File: src/rtl/servo_pkg.sv
// Shared types and default timing constants for the servo ramp/PWM block.
package servo_pkg;

  // Defaults for a 100 MHz system clock.
  localparam int unsigned PWM_PERIOD_CYC = 2_000_000;  // 20 ms frame
  localparam int unsigned MIN_PULSE_CYC  = 100_000;    // 1 ms pulse at pos 0
  localparam int unsigned STEP_CYC       = 392;        // pulse cycles per pos LSB

  // Frame counter and pulse-width datapath width.
  localparam int unsigned PWM_W = 21;

  typedef enum logic [1:0] {
    HOLD,
    UP,
    DOWN
  } ramp_state_t;

endpackage

File: src/rtl/servo_pwm_core.sv
// Frame counter, per-frame width latch and pulse compare for the servo PWM.
module servo_pwm_core
  import servo_pkg::*;
#(
  parameter int unsigned      PERIOD_CYC  = PWM_PERIOD_CYC,
  parameter logic [PWM_W-1:0] RESET_WIDTH = PWM_W'(MIN_PULSE_CYC + 128 * STEP_CYC)
) (
  input  logic             clk,
  input  logic             rst,
  input  logic [PWM_W-1:0] width,
  input  logic             enable,
  output logic             pwm,
  output logic             frame_start
);

  logic [PWM_W-1:0] count_q;
  logic [PWM_W-1:0] width_q;
  logic             pwm_q;
  logic             frame_start_q;
  logic             count_zero;
  logic             count_last;
  logic [PWM_W-1:0] cur_width;

  assign count_zero = (count_q == '0);
  assign count_last = (count_q == PWM_W'(PERIOD_CYC - 1));
  // At count 0 the new width is being latched, so compare against it directly.
  assign cur_width  = count_zero ? width : width_q;

  // Counter, width latch and registered outputs (one cycle behind the count).
  always_ff @(posedge clk or negedge rst) begin
    if (!rst) begin
      count_q       <= '0;
      width_q       <= RESET_WIDTH;
      pwm_q         <= 1'b0;
      frame_start_q <= 1'b0;
    end else begin
      if (!enable || count_last) begin
        count_q <= '0;
      end else begin
        count_q <= count_q + 1'b1;
      end
      if (count_zero) begin
        width_q <= width;
      end
      pwm_q         <= enable && (count_q < cur_width);
      frame_start_q <= enable && count_zero;
    end
  end

  assign pwm         = pwm_q;
  assign frame_start = frame_start_q;

endmodule

File: src/rtl/servo_ramp_pwm.sv
// Servo driver: rate-limited position ramp toward a target, feeding a framed PWM core.
module servo_ramp_pwm #(
  parameter int unsigned PWM_PERIOD_CYC = servo_pkg::PWM_PERIOD_CYC,
  parameter int unsigned MIN_PULSE_CYC  = servo_pkg::MIN_PULSE_CYC,
  parameter int unsigned STEP_CYC       = servo_pkg::STEP_CYC,
  parameter int unsigned MAX_STEP       = 16,
  parameter logic [7:0]  RESET_POS      = 8'd128
) (
  input  logic       clk,
  input  logic       rst,
  input  logic       tick_5hz,
  input  logic       enable,
  input  logic [7:0] target,
  input  logic       target_valid,
  output logic       pwm,
  output logic [7:0] pos,
  output logic       busy,
  output logic       frame_start
);

  import servo_pkg::*;

  logic             tick_q;
  logic             primed_q;
  logic             step;
  logic [7:0]       tgt_q;
  logic [7:0]       pos_q;
  ramp_state_t      state_q;
  logic [8:0]       pos_up;
  logic [8:0]       pos_dn;
  logic [7:0]       up_val;
  logic [7:0]       dn_val;
  logic [PWM_W-1:0] width;

  // primed_q masks the first cycle after reset so a tick already high at
  // release is not mistaken for a rising edge.
  assign step = primed_q && tick_5hz && !tick_q;

  // Tick edge register and target capture.
  always_ff @(posedge clk or negedge rst) begin
    if (!rst) begin
      tick_q   <= 1'b0;
      primed_q <= 1'b0;
      tgt_q    <= RESET_POS;
    end else begin
      tick_q   <= tick_5hz;
      primed_q <= 1'b1;
      if (target_valid) begin
        tgt_q <= target;
      end
    end
  end

  // 9-bit step arithmetic: clamp at the target, never wrap past 0 or 255.
  assign pos_up = {1'b0, pos_q} + 9'(MAX_STEP);
  assign pos_dn = {1'b0, pos_q} - 9'(MAX_STEP);
  assign up_val = (pos_up > {1'b0, tgt_q}) ? tgt_q : pos_up[7:0];
  assign dn_val = ({1'b0, pos_q} < ({1'b0, tgt_q} + 9'(MAX_STEP))) ? tgt_q : pos_dn[7:0];

  // Ramp FSM: direction from tgt_q vs pos, one bounded move per enabled step.
  always_ff @(posedge clk or negedge rst) begin
    if (!rst) begin
      state_q <= HOLD;
      pos_q   <= RESET_POS;
    end else begin
      if (step && enable) begin
        // Guards cover a target that changed in the cycle before the step.
        unique case (state_q)
          UP:      if (tgt_q > pos_q) pos_q <= up_val;
          DOWN:    if (tgt_q < pos_q) pos_q <= dn_val;
          default: ;
        endcase
      end
      if (tgt_q > pos_q) begin
        state_q <= UP;
      end else if (tgt_q < pos_q) begin
        state_q <= DOWN;
      end else begin
        state_q <= HOLD;
      end
    end
  end

  assign width = PWM_W'(MIN_PULSE_CYC) + PWM_W'(STEP_CYC) * PWM_W'(pos_q);
  assign pos   = pos_q;
  assign busy  = (pos_q != tgt_q);

  servo_pwm_core #(
    .PERIOD_CYC  (PWM_PERIOD_CYC),
    .RESET_WIDTH (PWM_W'(MIN_PULSE_CYC + RESET_POS * STEP_CYC))
  ) u_core (
    .clk         (clk),
    .rst         (rst),
    .width       (width),
    .enable      (enable),
    .pwm         (pwm),
    .frame_start (frame_start)
  );

endmodule

File: config.mk
export PLATFORM = sky130hd
export DESIGN_NAME = servo_ramp_pwm
export DESIGN_NICKNAME = d
export VERILOG_FILES = /design/src/rtl/servo_pkg.sv /design/src/rtl/servo_pwm_core.sv /design/src/rtl/servo_ramp_pwm.sv
export SDC_FILE = /design/constraint.sdc
export NUM_CORES = 1
export LEC_CHECK = 0
export ABC_AREA = 1
export CAP_MARGIN = 20
export CORE_MARGIN = 4
export CORE_UTILIZATION = 40
export CTS_CLUSTER_DIAMETER = 60
export CTS_CLUSTER_SIZE = 14
export DETAILED_ROUTE_END_ITERATION = 7
export GPL_TIMING_DRIVEN = 0
export PLACE_DENSITY = 0.67
export SKIP_CTS_REPAIR_TIMING = 1
export SYNTH_ARGS = -nofsm -noshare
export SYNTH_HDL_FRONTEND = slang
export SYNTH_SLANG_ARGS = --single-unit
File: constraint.sdc
create_clock -name clk -period 8.7 [get_ports clk]
set_input_delay 2.175 -clock clk [delete_from_list [all_inputs] [get_ports clk]]
set_output_delay 2.175 -clock clk [all_outputs]
set_load 0.005 [all_outputs]
==> Word level (Yosys, flattened, before mapping) <==
Cells that the tools add are included.
{ "totals": {"ff_bits": 64, "inputBits": 13, "out_inout_bits": 11, "wordCells": 46} }
{ "op_classes": {"n_addsub": 5, "multipliers": 1, "magnitude_cmp": 5, "n_eq_ne": 6, "muxes": 9, "reduce_logical": 11} }
{ "ops": {"columns": ["operator", "count"], "rows": [
  ["two-way mux 21 bit", 2],
  ["two-way mux 8 bit", 4],
  ["adder 21 x 1 -> 21 bit, second input constant", 1],
  ["== test 21 bit, second input constant", 1],
  ["zero test 21 bit", 1],
  ["< comparator 21 bit", 1],
  ["adder 17 x 17 -> 18 bit, first input constant", 1],
  ["adder 8 x 5 -> 9 bit, second input constant", 2],
  ["one-hot mux 8 bit (2 select lines)", 1],
  ["multiplier 6 x 8 -> 14 bit, first input constant", 1],
  ["greater-than comparator 9 x 8 -> 1 bit", 1],
  ["< comparator 8 x 9 -> 1 bit", 1],
  ["greater-than comparator 8 bit", 1],
  ["< comparator 8 bit", 1],
  ["!= test 8 bit", 1],
  ["subtractor 8 x 5 -> 8 bit, second input constant", 1],
  ["logical AND 1 bit", 5],
  ["two-way mux 2 bit", 2],
  ["!= test 2 bit, second input constant", 2],
  ["AND reduction 4 bit", 1],
  ["== test 2 x 1 -> 1 bit, second input constant", 1],
  ["== test 2 bit, second input constant", 1],
  ["zero test 1 bit", 2],
  ["nonzero test 2 bit", 1],
  ["logical OR 1 bit", 1]
]} }

==> Depth between registers and ports, before layout <==
Gate-level depths: netlist of run 1.
{ "logic_depth": {"ltp_word": 5, "depth_mapped": 25, "depth_no_buf": 25} }

==> Cells and area by module <==
A second synthesis of run 1 with hierarchy kept.
{ "hier_totals": {"cells_unflattened": 685, "hier_area_um2": 5198.7} }
{ "modules_own_cells": {"columns": ["module", "instances", "cells_per_inst", "area_each_um2", "seq_area_each_um2"], "rows": [
  ["servo_pwm_core", 1, 359, 2713.9, 1108.6],
  ["servo_ramp_pwm", 1, 326, 2484.9, 503.0]
]} }

==> Worst setup path before layout of run 1 <==
No wires, ideal clock.
{ "synth_timing": {"kind": "register to register", "from": "reg pos_q[1], in the netlist pos[1]", "to": "reg u_core.pwm_q, in the netlist u_core.pwm", "setup_ns": 0.071, "arrival_ns": 3.779, "required_time_ns": 8.629, "path_slack_ns": 4.849, "path_stages_with_launch": 22, "path_buffers": 0, "period_less_slack_ns": 3.851, "cell_sequence": "dfrtp_1 -> ha_1 -> fa_1 -> ha_1 -> ha_1 -> fa_1 -> xor2_1 -> inv_1 -> a21oi_2 -> nand3_2 -> nand2_1 -> nand2_1 -> nand3_1 -> nand2_1 -> ha_1 -> a21oi_1 -> o21ai_0 -> nand2_1 -> o211ai_1 -> a21oi_1 -> nand2_1 -> nor2_1"} }
{ "synth_via": {"elab_chain_cells": 5} }
{ "synth_rtl": {"columns": ["element", "line_no", "text"], "rows": [
  ["start: declaration", "servo_ramp_pwm.sv:27", "logic [7:0] pos_q;"],
  ["start signal: assignment", "servo_ramp_pwm.sv:69", "UP: if (tgt_q > pos_q) pos_q <= up_val;"],
  ["start signal: assignment", "servo_ramp_pwm.sv:70", "DOWN: if (tgt_q < pos_q) pos_q <= dn_val;"],
  ["multiplier 6 x 8 -> 14 bit", "servo_ramp_pwm.sv:84", "assign width = PWM_W'(MIN_PULSE_CYC) + PWM_W'(STEP_CYC) * PWM_W'(pos_q);"],
  ["adder 17 x 17 -> 18 bit", "servo_ramp_pwm.sv:84", null],
  ["two-way mux 21 bit", null, null],
  ["< comparator 21 bit", "servo_pwm_core.sv:45", "pwm_q <= enable && (count_q < cur_width);"],
  ["logical AND 1 bit", "servo_pwm_core.sv:45", null],
  ["end signal: assignment", "servo_pwm_core.sv:45", null],
  ["end: declaration", "servo_pwm_core.sv:18", "logic pwm_q;"]
]} }
Every way passes these cells.
A chain may end at the register's enable or synchronous reset.

==> Final worst setup path of run 1 <==
{ "layout_timing": {"from": "reg pos_q[6], in the netlist pos[6]", "to": "out busy"} }
{ "layout_via": {"elab_chain_cells": 1} }
{ "layout_rtl": {"columns": ["element", "line_no", "text"], "rows": [
  ["!= test 8 bit", "servo_ramp_pwm.sv:86", "assign busy = (pos_q != tgt_q);"],
  ["end: declaration", "servo_ramp_pwm.sv:17", "output logic busy,"]
]} }
Every way passes these cells.

==> results of run 1 <==
-- per-stage QoR --
stage	setup slack [ns]	cells	instance area (um^2)
6_report	4.11	901	6000
5_1_grt	3.92	901	6000
4_1_cts	4.03	901	6000
3_5_place_dp	4.31	885	5680
3_3_place_gp	3.28	885	5680
2_1_floorplan	4.85	690	5240
-- kinds of logic (layout without fill, tap and decap cells) --
logic type / after synthesis / after routing / synth area share
other: 1 / 1 / 0.000716
flip-flops: 64 / 64 / 0.308
AND/OR/NAND/NOR: 356 / 356 / 0.309
buffers and inverters: 112 / 151 / 0.0844
XOR/XNOR: 23 / 23 / 0.0385
adder cells (fa/ha/maj): 80 / 80 / 0.196
AO/OA/AOI/OAI: 54 / 54 / 0.0643
-- synthesized netlist by cell type (all sizes together) --
cell type	number	share of area
a21boi	1	0.0022
nand3	55	0.057
clkbuf	1	0.00072
xnor2	6	0.010
buf	4	0.0060
nand4	14	0.017
nand2	199	0.15
ha	77	0.18
o21ai	22	0.027
nor3	14	0.018
o211ai	2	0.0029
o21a	2	0.0029
conb	1	0.00072
fa	3	0.011
nand3b	1	0.0014
dfrtp	56	0.27
or2	6	0.0072
xor2	17	0.028
nor2	58	0.047
nor4	8	0.012
dfstp	8	0.040
a21oi	25	0.027
a211oi	1	0.0014
nor3b	1	0.0024
inv	106	0.076
o21bai	1	0.0014
clkinv	1	0.0017
-- cell usage in the layout (no fill, tap or decap), types with 2 or more instances in the layout --
cell type,n
xnor2_1,6
dfstp_2,8
nand2_4,2
bufinv_16,2
nand2_1,194
nor2_1,52
nor3_1,12
buf_4,3
dfrtp_1,56
o21ai_1,4
xor2_1,17
inv_1,96
nand2_2,3
clkbuf_8,2
nand3_2,5
nor2_2,5
a21oi_1,23
o21ai_2,5
o211ai_1,2
nor4_1,6
or2_2,2
clkdlybuf4s50_1,22
nor3_4,2
inv_2,10
or2_1,3
nand3_1,50
nand4_1,14
o21a_1,2
ha_1,77
nor4_2,2
fa_1,3
o21ai_0,12
clkbuf_1,3
clkbuf_16,9
-- layer usage --
layer | wire [um] | vias to the layer above | track usage
li1 | - | 2282 | -
met4 | 153 | 0 | 0.0490
met1 | 5690 | 2020 | 0.218
met3 | 401 | 14 | 0.0323
met5 | 0 | - | 0
met2 | 5780 | 77 | 0.296
-- critical path, stage by stage (launching register included) --
cell and delay (ns):
dfrtp_1 0.62, inv_1 0.20, ha_1 0.32, nand2_1 0.06, inv_1 0.05, nand2_1 0.05, nor2_1 0.17, nand2_1 0.13
clkdlybuf4s50_1 0.49
-- flip-flops by register name, summed over array words and instances (netlist names) --
| name | cells |
|---|---|
| u_core.count_q | 21 |
| u_core.pwm | 1 |
| tgt_q | 8 |
| u_core.width_q | 21 |
| primed_q | 1 |
| tick_q | 1 |
| u_core.frame_start | 1 |
| pos | 8 |
| state_q | 2 |
-- cell type report --
cell class | instances | share of cell area
multi-input cells | 514 | 0.530
flip-flops and latches | 64 | 0.268
inverters | 107 | 0.0677
clock buffers | 13 | 0.0434
repair buffers | 23 | 0.0379
well taps | 172 | 0.0358
clock inverters | 3 | 0.0108
plain buffers | 5 | 0.00584
-- power by group through the flow --
| stage | clock network, W | registers [W] | logic (W) |
|---|---|---|---|
| after floorplan | 0 | 0.000422 | 0.000849 |
| after global placement | 0 | 0.000447 | 0.00106 |
| after detailed placement | 0 | 0.000450 | 0.00108 |
| after CTS | 0.000401 | 0.000445 | 0.00109 |
| after global routing | 0.000416 | 0.000452 | 0.00127 |
| final | 0.000395 | 0.000444 | 0.00108 |
-- how the worst max path moves through the flow --
stage	start	to	slack [ns]
3_3_place_gp	rst	pos[5]$_DFFE_PN0P_	3.28
5_1_grt	pos[6]$_DFFE_PN0P_	busy	3.92
2_1_floorplan	pos[1]$_DFFE_PN0P_	u_core.pwm$_DFF_PN0_	4.85
6_report	pos[6]$_DFFE_PN0P_	busy	4.11
3_5_place_dp	pos[1]$_DFFE_PN0P_	u_core.pwm$_DFF_PN0_	4.31
4_1_cts	pos[6]$_DFFE_PN0P_	busy	4.03
==> run_results.csv, run 1 <==
group,metric,value,unit
status,status,"finished clean",
clocking,clkTransAtPathRegs,0.05,ns
synth,synth_fp_nets,783,
floorplan,die_area,15000,um^2
routing,first_pass_iters,4,
synth,ys_seq_elements,64,
power,p_int,0.00106,W
worst_hold_path,hold_start,"u_core.width_q[19]$_DFF_PN0_",
cells_and_area,drive_above_1_share,0.0960,
power,total_power,0.00192,W
job,maxCapViolations,0,
routing,wl_per_cell,13.4,um
routing,vias,4393,
power,vdd_drop_max,148,uV
power,pwr-share-comb,0.562,
sta,hold_viol_final,0,
clocking,clkLatencyLatePin,0.33,ns
worst_setup_path,path_class,"flip-flop to output pin",
clocking,cts-root-buf,"clkbuf_16",
synth,synth_area_per_cell,7.59,um^2
worst_setup_path,ff2ff_setup_slack,4.28,ns
synth,ys_seq_area_frac,0.308,
synth,syn-cell-area,5240,um^2
clocking,cts_tree,"done",
power,power_density,319,nW/um^2
synth,synthesis.instances,690,
floorplan,num_rows,41,
synth,ys_warn_count,0,
place,hpwl,9150,um
routing,drt_iter0_markers,282,
power,p_leak,3.20,nW
cells_and_area,n_fill_cell,1316,
clocking,cts_sinks,64,
clocking,cts.path.max_buffers,2,
power,pwr-share-clk,0.206,
cells_and_area,final_util,0.472,
global_route,overflow,0,
sta,maxSlewViolCount,0,
global_route,grt_pass1_wl,20500,um
worst_setup_path,start_kind,"flip-flop",
worst_setup_path,r2r_cells,21,
worst_hold_path,min_path_cells,2,
power,switching_share,0.445,
worst_setup_path,cp.required,6.53,ns
place,port_buffers,23,
sta,setup_tns,0,ns
routing,drc,0,
clocking,cts_max_level,3,
sta,holdWs,0.463,ns
worst_setup_path,cp.arrival,2.41,ns
routing,viasPerCell,4.88,
sta,setup_violations,0,
global_route,grt_max_degree,65,
cells_and_area,syn2layout_area_growth,14.7,%
power,switchingPower,0.000853,W
global_route,antenna_found_initial,0,
sta,tightest_slew,0.802,ns
sta,fmax,0.218,GHz
floorplan,die_x,122,um
global_route,grt_pass1_vias,4355,
global_route,grt_usage,0.171,
routing,drtAntennaViolNets,0,
sta,period_share,0.527,
worst_setup_path,endpoint_kind,"output pin",
power,seq_power_share,0.232,
cells_and_area,diodes,0,
clocking,cts_buffers,9,
worst_setup_path,timing.rr.start,"pos[1]$_DFFE_PN0P_",
worst_hold_path,hold_path_class,"flip-flop to flip-flop",
cells_and_area,fin_nets,817,
worst_setup_path,r2r_end,"u_core.pwm$_DFF_PN0_",
cells_and_area,layout.area.seq,1610,um^2
floorplan,die_y,122,um
place,place_congestion,0.930,
sta,rsz0062_at_grt,"false",
sta,slew_headroom,0.466,
sta,fin_crit,4.59,ns
synth,synth_cell_types,44,
sta,skew,0.00584,ns
routing,routed_wl,12000,um
worst_hold_path,holdPathEnd,"u_core.width_q[19]$_DFF_PN0_",
floorplan,io_pins,24,
floorplan,start_util,0.411,
worst_setup_path,cp_max_fo,10,
floorplan,coreArea,12700,um^2
cells_and_area,multi_input_area,3180,um^2
No activity file was read; power rests on OpenSTA's default activity.
==> run 2, diff against run 1 <==
--- a/config.mk
+++ b/config.mk
@@ -13,7 +13,7 @@
 export CTS_CLUSTER_SIZE = 14
 export DETAILED_ROUTE_END_ITERATION = 7
 export GPL_TIMING_DRIVEN = 0
-export PLACE_DENSITY = 0.67
+export PLACE_DENSITY = 0.69
 export SKIP_CTS_REPAIR_TIMING = 1
 export SYNTH_ARGS = -nofsm -noshare
 export SYNTH_HDL_FRONTEND = slang
==> constraint.sdc (replaced) <==
create_clock -name clk -period 3.7 [get_ports clk]
set_input_delay 0.925 -clock clk [delete_from_list [all_inputs] [get_ports clk]]
set_output_delay 0.925 -clock clk [all_outputs]
set_load 0.005 [all_outputs]
==> run 2 against run 1 <==
- the run now ends with negative setup slack left
- clock skew rose by 0.0018 ns
- first-iteration DRC count is 13% lower
- utilization is 3.5 points higher
- sequential share of layout area is 1.7 points lower
- via count up 1.5%
- final cell count grew 2.2%
- global-route usage down 0.36 points
- critical path type is now flip-flop to flip-flop
- non-clock buffer count increased by 20
- worst hold slack improved by 0.0036 ns
- critical path depth increased by 13
==> run_results.csv, run 2 (synthesized netlist as in run 1, its figures left out) <==
group,metric,value,unit
floorplan,die_area,15000,um^2
floorplan,io_pins,24,
worst_setup_path,cp.arrival,4.21,ns
place,dp_cells,885,
global_route,antenna_found_initial,0,
clocking,cts-root-buf,"clkbuf_16",
worst_setup_path,cpLargestDelayFamily,"adder cells",
cells_and_area,multi_input_area,3480,um^2
worst_hold_path,hold_start,"u_core.width_q[18]$_DFF_PN0_",
sta,slew_headroom,0.459,
power,seq_power_share,0.190,
power,p_int,0.00295,W
worst_setup_path,cp_num_buf_inv,2,
place,place_congestion,0.951,
sta,holdWs,0.467,ns
place,hpwl,9010,um
worst_hold_path,hold_path_class,"flip-flop to flip-flop",
clocking,cts_max_level,3,
cells_and_area,mostFrequentLayoutCell,"nand2_1",
routing,wl_per_cell,13.3,um
worst_setup_path,r2r_cells,21,
status,status,"finished, violations left",
floorplan,die_x,122,um
sta,maxSlewViolCount,0,
worst_setup_path,cp_max_fo,6,
power,p_leak,3.30,nW
floorplan,die_y,122,um
status,violations,"negative setup slack",
clocking,clkTransAtPathRegs,0.06,ns
cells_and_area,fin_nets,837,
routing,viasPerCell,4.84,
worst_setup_path,cp.required,3.92,ns
global_route,grt_pass1_wl,20200,um
routing,vias,4457,
global_route,grt_pass1_vias,4288,
global_route,overflow,0,
cells_and_area,drive_above_1_share,0.194,
sta,period_share,1.08,
sta,rsz0062_at_grt,"true",
worst_setup_path,ff2ff_setup_slack,-0.29,ns
cells_and_area,final_cell_mix,"182 x nand2_1, 92 x inv_1, 64 x ha_1",
job,maxCapViolations,0,
routing,drtAntennaViolNets,0,
place,postPlaceCellArea,5700,um^2
worst_setup_path,endpoint_kind,"flip-flop",
cells_and_area,n_fill_cell,1236,
worst_setup_path,crit_top_cell,"ha_4",
global_route,grt_usage,0.168,
worst_setup_path,timing.rr.start,"pos[2]$_DFFE_PN0P_",
worst_setup_path,cp.depth,21,
cells_and_area,top_regs,"u_core.count_q x21, u_core.width_q x21",
cells_and_area,layout.area.seq,1620,um^2
cells_and_area,final_cells,921,
power,switching_share,0.446,
sta,hold_viol_final,0,
worst_setup_path,crit_slowest_cell,"dfrtp_2",
floorplan,start_util,0.411,
cells_and_area,diodes,0,
clocking,cts_buffers,9,
worst_setup_path,crit_path_end,"u_core.pwm$_DFF_PN0_",
global_route,grt_max_degree,65,
worst_setup_path,startpoint,"pos[2]$_DFFE_PN0P_",
power,switchingPower,0.00238,W
power,power_density,826,nW/um^2
floorplan,num_rows,41,
power,pwr-share-comb,0.642,
place,port_buffers,23,
sta,fin_crit,3.99,ns
cells_and_area,final_util,0.507,
routing,routed_wl,12300,um
sta,skew,0.00768,ns
cells_and_area,stdcell_area,6450,um^2
worst_setup_path,start_kind,"flip-flop",
routing,drc,0,
sta,fmax,0.251,GHz
routing,first_pass_iters,4,
sta,setup_violations,1,
cells_and_area,syn2layout_area_growth,23.2,%
sta,fin_ws,-0.288,ns
worst_setup_path,r2r_end,"u_core.pwm$_DFF_PN0_",
clocking,cts.path.max_buffers,2,
power,pwr-share-clk,0.169,
worst_hold_path,min_path_cells,2,
clocking,clkLatencyLatePin,0.33,ns
worst_setup_path,path_class,"flip-flop to flip-flop",
floorplan,coreArea,12700,um^2
sta,tightest_slew,0.811,ns
clocking,cts_sinks,64,
worst_setup_path,cp_cell_sequence,"ha_4, fa_1, ha_4, ha_4, fa_2, xor2_2, buf_4, nand2_4, nor2_4, nand2_4, nor2_4, nor2_1, nand2_1, nand2_2, ha_4, nand4_1, buf_4, nor2_2, a21oi_2, nand2_2, nor2_1",
routing,drt_iter0_markers,244,
clocking,cts_tree,"done",
worst_setup_path,slowest_delay,0.46,ns
power,vdd_drop_max,382,uV
-- run 2: power by group through the flow --
stage / sequential, W / combinational [W] / clock (W)
after detailed placement: 0.00104 / 0.00255 / 0
final: 0.00101 / 0.00342 / 0.000899
after CTS: 0.00103 / 0.00258 / 0.000916
after global placement: 0.00104 / 0.00249 / 0
after floorplan: 0.000993 / 0.00201 / 0
after global routing: 0.00103 / 0.00386 / 0.000948
-- run 2: stage by stage --
step	TNS [ns]	power, W	setup WS, ns
finish	-0.288	0.00533	-0.288
floorplan	0	0.00300	0.0206
CTS	-0.430	0.00453	-0.430
global placement	-24.57	0.00353	-0.440
global route	-0.440	0.00584	-0.440
detailed placement	-0.409	0.00360	-0.409
-- run 2: tightest hold or removal path: stages, from the launching register on --
cell     delay (ns)
dfrtp_1        0.32
nand2_1        0.07
inv_1          0.05
-- run 2: layout make-up --
type | instances | area share
Multi-Input combinational cell | 514 | 0.540
Sequential cell | 64 | 0.252
Inverter | 107 | 0.0631
Timing Repair Buffer | 43 | 0.0582
Clock buffer | 10 | 0.0355
Tap cell | 172 | 0.0334
Clock inverter | 6 | 0.0130
Buffer | 5 | 0.00543
-- run 2: worst min path at each step --
stage,slack [ns],end
after floorplan,0.44,u_core.width_q[18]$_DFF_PN0_
after detailed placement,0.46,u_core.width_q[3]$_DFF_PN0_
after global routing,0.49,u_core.width_q[18]$_DFF_PN0_
final,0.47,u_core.width_q[18]$_DFF_PN0_
after CTS,0.47,u_core.width_q[3]$_DFF_PN0_
after global placement,0.45,u_core.width_q[3]$_DFF_PN0_
-- run 2: layer usage --
metal / vias to the layer above / part of all wire / track usage
met5: - / 0 / 0
met2: 58 / 0.51 / 0.298
met1: 2066 / 0.44 / 0.211
met4: 0 / 0.0098 / 0.0371
li1: 2322 / - / -
met3: 11 / 0.031 / 0.0327
